File: src/rtl/z80plus_pkg.sv
// Shared definitions for the Z80 bus window: FSM state encoding and the
// default Z80-phase timing.
package z80plus_pkg;

   typedef enum logic [1:0] {
      ST_VIC   = 2'd0,
      ST_OPEN  = 2'd1,
      ST_GUARD = 2'd2,
      ST_STALL = 2'd3
   } win_state_e;

   localparam int unsigned LOWLEN_DEF = 4;
   localparam int unsigned GUARD_DEF  = 1;
   localparam logic [2:0]  PHASE_MAX  = 3'd7;

endpackage

File: src/rtl/z80_bus_window_if.sv
// Bus-side signals of the Z80 bus window: phase clock and Z80 strobes in,
// clock-enable / wait request and debug status out.
interface z80_bus_window_if;

   logic       clk1mhz;
   logic       nmreq;
   logic       niorq;
   logic       nrfsh;
   logic       clocksel;
   logic       clken;
   logic       nwaitreq;
   logic [2:0] phase;
   logic [1:0] state;

   modport master (
      output clk1mhz, nmreq, niorq, nrfsh, clocksel,
      input  clken, nwaitreq, phase, state
   );

   modport slave (
      input  clk1mhz, nmreq, niorq, nrfsh, clocksel,
      output clken, nwaitreq, phase, state
   );

endinterface

File: src/rtl/z80plus_sync.sv
// Multi-flop synchronizer for asynchronous level inputs, with configurable
// depth, width and per-bit reset value.
module z80plus_sync #(
   parameter int unsigned      STAGES  = 2,
   parameter int unsigned      WIDTH   = 1,
   parameter logic [WIDTH-1:0] RST_VAL = '0
) (
   input  logic             clk,
   input  logic             rst_n,
   input  logic [WIDTH-1:0] d,
   output logic [WIDTH-1:0] q
);

   logic [WIDTH-1:0] stage [STAGES];

   // NOTE: this array is a flop chain, not a RAM, so every stage is reset;
   // a memory would normally be left unreset.
   always_ff @(posedge clk or negedge rst_n) begin
      if (!rst_n) begin
         for (int unsigned i = 0; i < STAGES; i++) stage[i] <= RST_VAL;
      end else begin
         stage[0] <= d;
         for (int unsigned i = 1; i < STAGES; i++) stage[i] <= stage[i-1];
      end
   end

   assign q = stage[STAGES-1];

endmodule

File: src/rtl/z80_bus_window.sv
// Z80 access window inside the CLK1MHZ low phase: gates the fast Z80 clock
// and stretches accesses that overrun into the video half with /WAIT.
module z80_bus_window
   import z80plus_pkg::*;
#(
   parameter int unsigned SYNC_STAGES = 2,
   parameter int unsigned LOWLEN      = LOWLEN_DEF,
   parameter int unsigned GUARD       = GUARD_DEF
) (
   input logic             clkdot,
   input logic             nreset,
   z80_bus_window_if.slave bus
);

   localparam logic [2:0] WARM_DONE = 3'(SYNC_STAGES + 1);
   localparam logic [2:0] GUARD_AT  = 3'(LOWLEN - GUARD - 1);

   logic       act_raw;
   logic       clk1_s;
   logic       clk1_prev;
   logic [1:0] ctl_s;
   logic       csel_s;
   logic       act_s;
   logic [2:0] warm;
   logic       fall;
   logic       rise;
   logic [2:0] phase_q;
   logic [2:0] phase_d;
   win_state_e state_q;
   win_state_e state_d;
   logic       clken_q;
   logic       clken_d;
   logic       nwait_q;
   logic       nwait_d;

   assign act_raw = bus.nrfsh & (~bus.nmreq | ~bus.niorq);

   z80plus_sync #(.STAGES(SYNC_STAGES), .WIDTH(1), .RST_VAL(1'b1)) u_clk_sync (
      .clk   (clkdot),
      .rst_n (nreset),
      .d     (bus.clk1mhz),
      .q     (clk1_s)
   );

   z80plus_sync #(.STAGES(SYNC_STAGES), .WIDTH(2), .RST_VAL(2'b00)) u_ctl_sync (
      .clk   (clkdot),
      .rst_n (nreset),
      .d     ({bus.clocksel, act_raw}),
      .q     (ctl_s)
   );

   assign {csel_s, act_s} = ctl_s;

   // Falls are ignored until the synchronizer and history flop hold real
   // samples, so a CLK1MHZ already low at reset release is not an edge.
   // NOTE: sequential state uses <= so every flop samples pre-edge values.
   always_ff @(posedge clkdot or negedge nreset) begin
      if (!nreset) begin
         clk1_prev <= 1'b1;
         warm      <= '0;
      end else begin
         clk1_prev <= clk1_s;
         if (warm != WARM_DONE) warm <= warm + 3'd1;
      end
   end

   assign fall = (warm == WARM_DONE) & clk1_prev & ~clk1_s;
   assign rise = ~clk1_prev & clk1_s;

   // NOTE: every always_comb output gets a default first so no latch is inferred.
   always_comb begin
      phase_d = phase_q;
      if (fall)                    phase_d = '0;
      else if (phase_q != PHASE_MAX) phase_d = phase_q + 3'd1;
   end

   // The guard test uses the next PHASE so STATE enters GUARD in the same
   // cycle PHASE shows LOWLEN-GUARD-1.
   always_comb begin
      state_d = state_q;
      case (state_q)
         ST_VIC:   if (fall) state_d = ST_OPEN;
         ST_OPEN: begin
            if (rise)                                 state_d = act_s ? ST_STALL : ST_VIC;
            else if (phase_d == GUARD_AT && !act_s)   state_d = ST_GUARD;
         end
         ST_GUARD: begin
            if (act_s)     state_d = ST_STALL;
            else if (rise) state_d = ST_VIC;
         end
         ST_STALL: if (fall) state_d = ST_OPEN;
         default:  state_d = ST_VIC;
      endcase
      if (!csel_s) state_d = ST_VIC;
      clken_d = (state_d == ST_OPEN);
      nwait_d = (state_d != ST_STALL);
   end

   always_ff @(posedge clkdot or negedge nreset) begin
      if (!nreset) begin
         state_q <= ST_VIC;
         phase_q <= '0;
         clken_q <= 1'b0;
         nwait_q <= 1'b1;
      end else begin
         state_q <= state_d;
         phase_q <= phase_d;
         clken_q <= clken_d;
         nwait_q <= nwait_d;
      end
   end

   assign bus.clken    = clken_q;
   assign bus.nwaitreq = nwait_q;
   assign bus.phase    = phase_q;
   assign bus.state    = state_q;

endmodule

File: src/flat_wrapper.sv
// flat-port wrapper written by rule: the top's interface ports become plain ports
module z80_bus_window_flat import z80plus_pkg::*;
#(
   parameter int unsigned SYNC_STAGES = 2,
   parameter int unsigned LOWLEN      = LOWLEN_DEF,
   parameter int unsigned GUARD       = GUARD_DEF
)
  (clkdot, nreset, bus_clk1mhz, bus_nmreq, bus_niorq, bus_nrfsh, bus_clocksel, bus_clken, bus_nwaitreq, bus_phase, bus_state);
  z80_bus_window_if bus_i ();
  input logic clkdot;
  input logic nreset;
  input wire logic [$bits(bus_i.clk1mhz)-1:0] bus_clk1mhz;
  input wire logic [$bits(bus_i.nmreq)-1:0] bus_nmreq;
  input wire logic [$bits(bus_i.niorq)-1:0] bus_niorq;
  input wire logic [$bits(bus_i.nrfsh)-1:0] bus_nrfsh;
  input wire logic [$bits(bus_i.clocksel)-1:0] bus_clocksel;
  output wire logic [$bits(bus_i.clken)-1:0] bus_clken;
  output wire logic [$bits(bus_i.nwaitreq)-1:0] bus_nwaitreq;
  output wire logic [$bits(bus_i.phase)-1:0] bus_phase;
  output wire logic [$bits(bus_i.state)-1:0] bus_state;
  assign bus_i.clk1mhz = bus_clk1mhz;
  assign bus_i.nmreq = bus_nmreq;
  assign bus_i.niorq = bus_niorq;
  assign bus_i.nrfsh = bus_nrfsh;
  assign bus_i.clocksel = bus_clocksel;
  assign bus_clken = bus_i.clken;
  assign bus_nwaitreq = bus_i.nwaitreq;
  assign bus_phase = bus_i.phase;
  assign bus_state = bus_i.state;
  z80_bus_window #(.SYNC_STAGES(SYNC_STAGES), .LOWLEN(LOWLEN), .GUARD(GUARD)) u_core (.clkdot(clkdot), .nreset(nreset), .bus(bus_i));
endmodule
File: config.mk
export PLATFORM = sky130hd
export DESIGN_NAME = z80_bus_window_flat
export DESIGN_NICKNAME = d
export VERILOG_FILES = /design/src/rtl/z80plus_pkg.sv /design/src/rtl/z80_bus_window_if.sv /design/src/rtl/z80plus_sync.sv /design/src/rtl/z80_bus_window.sv /design/src/flat_wrapper.sv
export SDC_FILE = /design/constraint.sdc
export NUM_CORES = 1
export LEC_CHECK = 0
export CAP_MARGIN = 25
export CORE_MARGIN = 2
export CORE_UTILIZATION = 44
export DETAILED_ROUTE_END_ITERATION = 6
export HOLD_SLACK_MARGIN = 0.05
export PLACE_DENSITY = 0.82
export SLEW_MARGIN = 20
export SYNTH_ARGS = -nofsm -noshare
export SYNTH_HDL_FRONTEND = slang
export SYNTH_SLANG_ARGS = --single-unit
File: constraint.sdc
create_clock -name clkdot -period 1.5 [get_ports clkdot]
set_input_delay 0.3 -clock clkdot [delete_from_list [all_inputs] [get_ports clkdot]]
set_output_delay 0.3 -clock clkdot [all_outputs]
set_load 0.05 [all_outputs]
==> results of run 1 <==
[cell families after synthesis]
| kind of cell | Yosys count |
|---|---|
| AO/OA/AOI/OAI | 13 |
| AND/OR/NAND/NOR | 16 |
| XOR/XNOR | 2 |
| multiplexers | 1 |
| buffers and inverters | 5 |
| adder cells (fa/ha/maj) | 5 |
| flip-flops | 17 |
[through the flow]
step                      power [mW]  area, um^2  utilization (%)  setup TNS [ps]
final                          2.242        1130            73.30          -141.9
after global placement         1.864        1042            67.61               0
after floorplan                1.307       762.0                -          -294.9
after CTS                      2.180        1091            70.78          -27.25
after detailed placement       1.904        1042            67.61          -29.48
after global routing           2.381        1130            73.30          -493.1
[final cells by class]
class	instances	area, um^2
flip-flops and latches	17	435.4
fillers	104	411.6
multi-input cells	37	331.6
repair buffers	26	297.8
clock buffers	4	26.28
well taps	16	20.02
inverters	5	18.77
[flip-flops by register name, summed over array words and instances, names as in the netlist]
signal	flops
u_core.bus.nwaitreq	1
u_core.u_ctl_sync.q	2
u_core.warm	3
u_core.u_ctl_sync.stage	2
u_core.u_clk_sync.stage	1
u_core.bus.state	2
u_core.bus.clken	1
u_core.bus.phase	3
u_core.clk1_prev	1
u_core.u_clk_sync.q	1
[synthesized netlist by cell type (all sizes together)]
| master | n |
|---|---|
| nand3 | 1 |
| o22ai | 1 |
| dfstp | 4 |
| nor3 | 1 |
| dfrtp | 13 |
| o21ai | 1 |
| xnor2 | 2 |
| o2111ai | 2 |
| a311o | 1 |
| a211o | 1 |
| a21boi | 1 |
| o32a | 1 |
| nand2 | 4 |
| ha | 5 |
| and3b | 2 |
| a41o | 1 |
| mux2 | 1 |
| a21o | 1 |
| nand3b | 1 |
| a21oi | 2 |
| inv | 5 |
| nor2 | 4 |
| a211oi | 1 |
| nand2b | 2 |
| nand4b | 1 |
[path summary, 6_finish.rpt]
| kind | from | to | slack, ps | depth (start not counted) |
|---|---|---|---|---|
| setup / recovery | u_core.bus.state[1] | bus_state[1] | -50 | 4 |
| max in group asynchronous | nreset | u_core.u_clk_sync.q | 920 | 2 |
| setup reg to reg | u_core.bus.phase[1] | u_core.bus.nwaitreq | -30 | 5 |
| hold / removal | nreset | u_core.warm[0] | 330 | 2 |
| hold reg to reg | u_core.u_ctl_sync.stage[3] | u_core.u_ctl_sync.q[1] | 360 | 0 |
| min in group clkdot | u_core.u_ctl_sync.stage[3] | u_core.u_ctl_sync.q[1] | 360 | 0 |
[power by group]
| part | switching [mW] | internal, mW |
|---|---|---|
| Combinational | 0.655 | 0.703 |
| Sequential | 0.0914 | 0.563 |
| Clock | 0.127 | 0.103 |
[layout by cell type (no fill, tap or decap), drive strengths merged, types with 2 or more instances in the layout]
cell / Yosys / routed
a21oi: 2 / 2
and3b: 2 / 2
buf: 0 / 20
clkbuf: 0 / 4
clkdlybuf4s50: 0 / 6
dfrtp: 13 / 13
dfstp: 4 / 4
ha: 5 / 5
inv: 5 / 5
nand2: 4 / 4
nand2b: 2 / 2
nor2: 4 / 4
o2111ai: 2 / 2
xnor2: 2 / 2
[metal layers]
| metal | up-vias | part of all wire [%] | track usage [%] |
|---|---|---|---|
| met5 | - | 0 | 0 |
| met4 | 0 | 1.2 | 7.059 |
| met3 | 2 | 6.5 | 6.000 |
| met2 | 28 | 52 | 27.71 |
| met1 | 276 | 41 | 17.85 |
| li1 | 275 | - | - |
[what timing repair did]
action	4_1_cts	5_1_grt
resized for setup	0	4
setup endpoints to repair	3	4
pin swaps	1	3
setup buffers	3	2
==> summary.txt, run 1 <==
Timing
  • Max-slew headroom: 81.66%
  • Post-route setup slack: -50.07 ps
  • Final min period: 1550 ps
  • Worst slew pin tran: 273.4 ps
  • # setup viols final: 5
  • Worst Clk Skew: 3.353 ps
  • Final worst path period share: 103.3%
  • Unrepaired setup endpoints after global routing: true
  • Fmax: 645.1 MHz
  • Worst hold slack: 332.9 ps
  • Hold Vio Cnt, Final: 0
  • Max-slew violations: 0

Clock tree
  • Clock Latency Late Sink: 280 ps
  • CTS tree: yes
  • Longest Clk Path Bufs: 2
  • Clk slew on worst S/H paths: 90 ps
  • Hold buffer count at CTS: 0
  • Clock buffer count from CTS: 3
  • CTS sink cnt: 17
  • Number of H-tree levels: 1
  • Clk root buf: clkbuf_4

Worst setup path
  • CP top delay family: buffers and inverters
  • Most used cell, CP: buf_4
  • Max FO, Critical Path: 4
  • Critical path class: reg -> out
  • Crit path largest cell delay: 440 ps
  • CP cell instances: buf_4 -> buf_4 -> buf_4 -> buf_12
  • CP Buf/Inv Count: 4
  • Worst path slowest cell: dfrtp_2
  • Worst setup EP type: output pin
  • WP data required: 1200 ps
  • WP data arrival: 1250 ps
  • Worst setup SP type: flip-flop

Synth
  • Simple-Gate Fraction of Synth Area: 12.65%
  • Dominant cell type by area after synthesis: dfrtp_1
  • Yosys reg bits: 17
  • Mux cell area share after synthesis: 1.518%
  • Yosys warns: 0
  • Largest cells by area after synthesis: dfrtp_1, dfstp_2, ha_1
  • Share of the synthesized area in the top cell type: 43.84%
  • XOR/XNOR Fraction of Synth Area: 2.361%
  • Post-Synthesis Cells: 59
  • Syn Nets: 71
  • Synth cell types: 27
  • Sequential share of the synthesized area: 58.01%
  • Largest family of logic cells by synthesized area: compound AO/OA/AOI/OAI gates
  • Synthesized cell area: 742.0 um^2
  • Adder-cell share of the synthesized area: 8.432%
  • Synth Area in Compound Gates: 14.50%
  • Mean Syn Cell Area: 12.58 um^2

Detailed routing
  • Avg WL per Cell: 13.15 um
  • Antenna-violating nets left: 0
  • Via count: 581
  • Final WL: 1381 um
  • Vias/cell: 5.533
  • Post-route DRC: 0
  • Initial DRT Pass Iterations: 4
  • DRT iter0 DRCs: 31

Power and ir drop
  • PD cells: 1984 nW/um^2
  • Peak VDD IR: 1046 uV
  • Leak pwr: 0.5035 nW

Floorplanning
  • Core area: 1541 um^2
  • Starting Density: 48.13%
  • Std cell rows: 14
  • Die area: 2031 um^2
  • Die Width: 45.07 um
  • IO Pins: 14
  • Die Y: 45.07 um

Global routing
  • Vias in the first global route: 560
  • Antenna violations before repair: 0
  • Total GRT Usage: 16.19%
  • Global route overflow: 0
  • Largest net degree at the start of global routing: 18
  • First-pass GRT wire length: 2249 um

Run status
  • Failing checks: negative setup slack
  • Status: complete, but fails checks

Place
  • GP Congestion: 0.7892
  • Placed cell count: 96
  • HPWL Detailed: 1060 um
  • Number of buffers added on ports: 13
  • Pre-CTS setup slack: -14.64 ps

Layout
  • Layout cell share with drive strength beyond 1: 44.94%
  • Area Overhead vs Synth: 52.28%
  • N_diodes: 0
  • Layout Nets: 102
  • Post-Layout Cell Count: 105

Flow run
  • Max-Cap Viols: 0

Hold path
  • Min-delay worst type: in -> async
(Power assumes the default switching activity.)
==> inputs of run 2 (changes only) <==
Settings changed: GPL_TIMING_DRIVEN set to 0.
==> summary.txt, run 2 (synthesis gave the netlist of run 1 again) <==
Run status
  • Status: complete, but fails checks (unchanged)
  • Failing checks: negative setup slack (unchanged)

Worst setup path
  • Critical path class: reg -> reg (was reg -> out)
  • Max FO, Critical Path: 3 (was 4)
  • Worst setup EP type: flip-flop (was output pin)
  • WP data required: 1730 ps (was 1200 ps)
  • Worst setup SP type: flip-flop (unchanged)
  • WP data arrival: 1790 ps (was 1250 ps)

Power and ir drop
  • PD cells: 1875 nW/um^2 (was 1984 nW/um^2)
  • Leak pwr: 0.4276 nW (was 0.5035 nW)
  • Peak VDD IR: 1061 uV (was 1046 uV)

Timing
  • Worst slew pin tran: 721.5 ps (was 273.4 ps)
  • Hold Vio Cnt, Final: 0 (unchanged)
  • Final min period: 1562 ps (was 1550 ps)
  • Worst Clk Skew: 3.400 ps (was 3.353 ps)
  • Setup TNS: -153.5 ps (was -141.9 ps)
  • Post-route setup slack: -62.07 ps (was -50.07 ps)
  • Max-slew headroom: 51.75% (was 81.66%)
  • Max-slew violations: 0 (unchanged)
  • Fmax: 640.2 MHz (was 645.1 MHz)
  • Unrepaired setup endpoints after global routing: true (unchanged)
  • # setup viols final: 3 (was 5)
  • Final worst path period share: 104.1% (was 103.3%)

Clock tree
  • Longest Clk Path Bufs: 2 (unchanged)
  • Number of H-tree levels: 1 (unchanged)
  • Clock Latency Late Sink: 280 ps (about the same)
  • Hold buffer count at CTS: 0 (unchanged)
  • CTS tree: yes (unchanged)
  • CTS sink cnt: 17 (unchanged)
  • Clock buffer count from CTS: 3 (unchanged)
  • Clk root buf: clkbuf_4 (unchanged)
  • Clk slew on worst S/H paths: 90 ps (about the same)

Detailed routing
  • Via count: 537 (was 581)
  • Post-route DRC: 0 (unchanged)
  • Antenna-violating nets left: 0 (unchanged)
  • Final WL: 1211 um (was 1381 um)
  • Vias/cell: 5.594 (was 5.533)
  • Initial DRT Pass Iterations: 4 (unchanged)
  • Avg WL per Cell: 12.61 um (was 13.15 um)
  • DRT iter0 DRCs: 13 (was 31)

Hold path
  • Min-delay worst type: reg -> reg (was in -> async)

Floorplanning
  • Starting Density: 48.13% (unchanged)
  • IO Pins: 14 (unchanged)
  • Die area: 2031 um^2 (unchanged)
  • Die Width: 45.07 um (unchanged)
  • Die Y: 45.07 um (unchanged)
  • Core area: 1541 um^2 (unchanged)
  • Std cell rows: 14 (unchanged)

Place
  • HPWL Detailed: 838.7 um (was 1060 um)
  • Placed cell count: 88 (was 96)
  • Pre-CTS setup slack: -98.19 ps (was -14.64 ps)
  • GP Congestion: 0.7646 (was 0.7892)
  • Number of buffers added on ports: 13 (unchanged)

Layout
  • N_diodes: 0 (unchanged)
  • Most common cell after layout, fill and taps aside: dfrtp_1 (was buf_4)
  • Most frequent cells in the layout: dfrtp_1, clkdlybuf4s50_1 (was buf_4, dfrtp_1, buf_12)
  • Layout Nets: 93 (was 102)
  • Post-Layout Cell Count: 96 (was 105)
  • Area Overhead vs Synth: 34.40% (was 52.28%)
  • Layout cell share with drive strength beyond 1: 41.25% (was 44.94%)

Global routing
  • Largest net degree at the start of global routing: 18 (unchanged)
  • Total GRT Usage: 14.78% (was 16.19%)
  • Antenna violations before repair: 0 (unchanged)
  • First-pass GRT wire length: 2111 um (was 2249 um)
  • Global route overflow: 0 (unchanged)
  • Vias in the first global route: 502 (was 560)

Flow run
  • Max-Cap Viols: 0 (unchanged)
-- run 2: cell types whose count changed in the layout (fill, tap and decap cells not counted), moves of 2 or more --
cell	change
ha_2	+2
buf_12	-7
buf_4	-9
ha_1	-2
clkdlybuf4s15_2	+4
-- run 2: final timing paths --
kind | start | end | slack, ps | cells past startpoint
max reg2reg | u_core.bus.phase[1] | u_core.bus.nwaitreq | -60 | 5
max in group asynchronous | nreset | u_core.bus.phase[1] | 560 | 1
min in group asynchronous | nreset | u_core.u_ctl_sync.stage[3] | 440 | 1
max | u_core.bus.phase[1] | u_core.bus.nwaitreq | -60 | 5
min | u_core.u_ctl_sync.stage[2] | u_core.u_ctl_sync.q[0] | 360 | 0
min reg2reg | u_core.u_ctl_sync.stage[2] | u_core.u_ctl_sync.q[0] | 360 | 0
-- run 2: metal layers --
metal | GRT usage, % | up-vias | wire length [um]
li1 | - | 253 | -
met2 | 23.14 | 11 | 616
met4 | 10.59 | 0 | 10
met3 | 2.400 | 2 | 49
met5 | 0 | - | 0
met1 | 18.47 | 271 | 535
-- run 2: layout make-up --
| cell class | count | area (um^2) |
|---|---|---|
| clock buffer | 4 | 26.28 |
| fill | 122 | 544.3 |
| inverter | 5 | 18.77 |
| multi-input combinational | 37 | 342.8 |
| sequential | 17 | 435.4 |
| tap | 16 | 20.02 |
| timing repair buffer | 17 | 153.9 |
-- run 2: power by group --
part,internal [mW],switching (mW)
combinational,0.403,0.583
sequential,0.562,0.0897
clock,0.103,0.130
-- run 2: stage by stage --
stage | power [mW] | hold slack [ps] | area, um^2 | util [%]
final | 1.870 | 356.0 | 997.2 | 64.69
after global routing | 2.004 | 368.7 | 997.2 | 64.69
after CTS | 1.852 | 357.4 | 993.5 | 64.45
after detailed placement | 1.557 | 335.7 | 912.1 | 59.17
after global placement | 1.543 | 332.5 | 912.1 | 59.17
after floorplan | 1.307 | 4.409 | 762.0 | -
-- run 2: what timing repair did --
action | in CTS | in global routing
resized for setup | 23 | 5
buffers inserted | 3 | 1
pin swaps | 0 | 1
setup endpoints to repair | 11 | 6
-- run 2: critical path, cell delays in order (launching register included) --
cell and delay [ps]:
dfrtp_2 440, ha_4 270, nand4b_1 120, o32a_1 310, o2111ai_2 250, nand2b_1 140
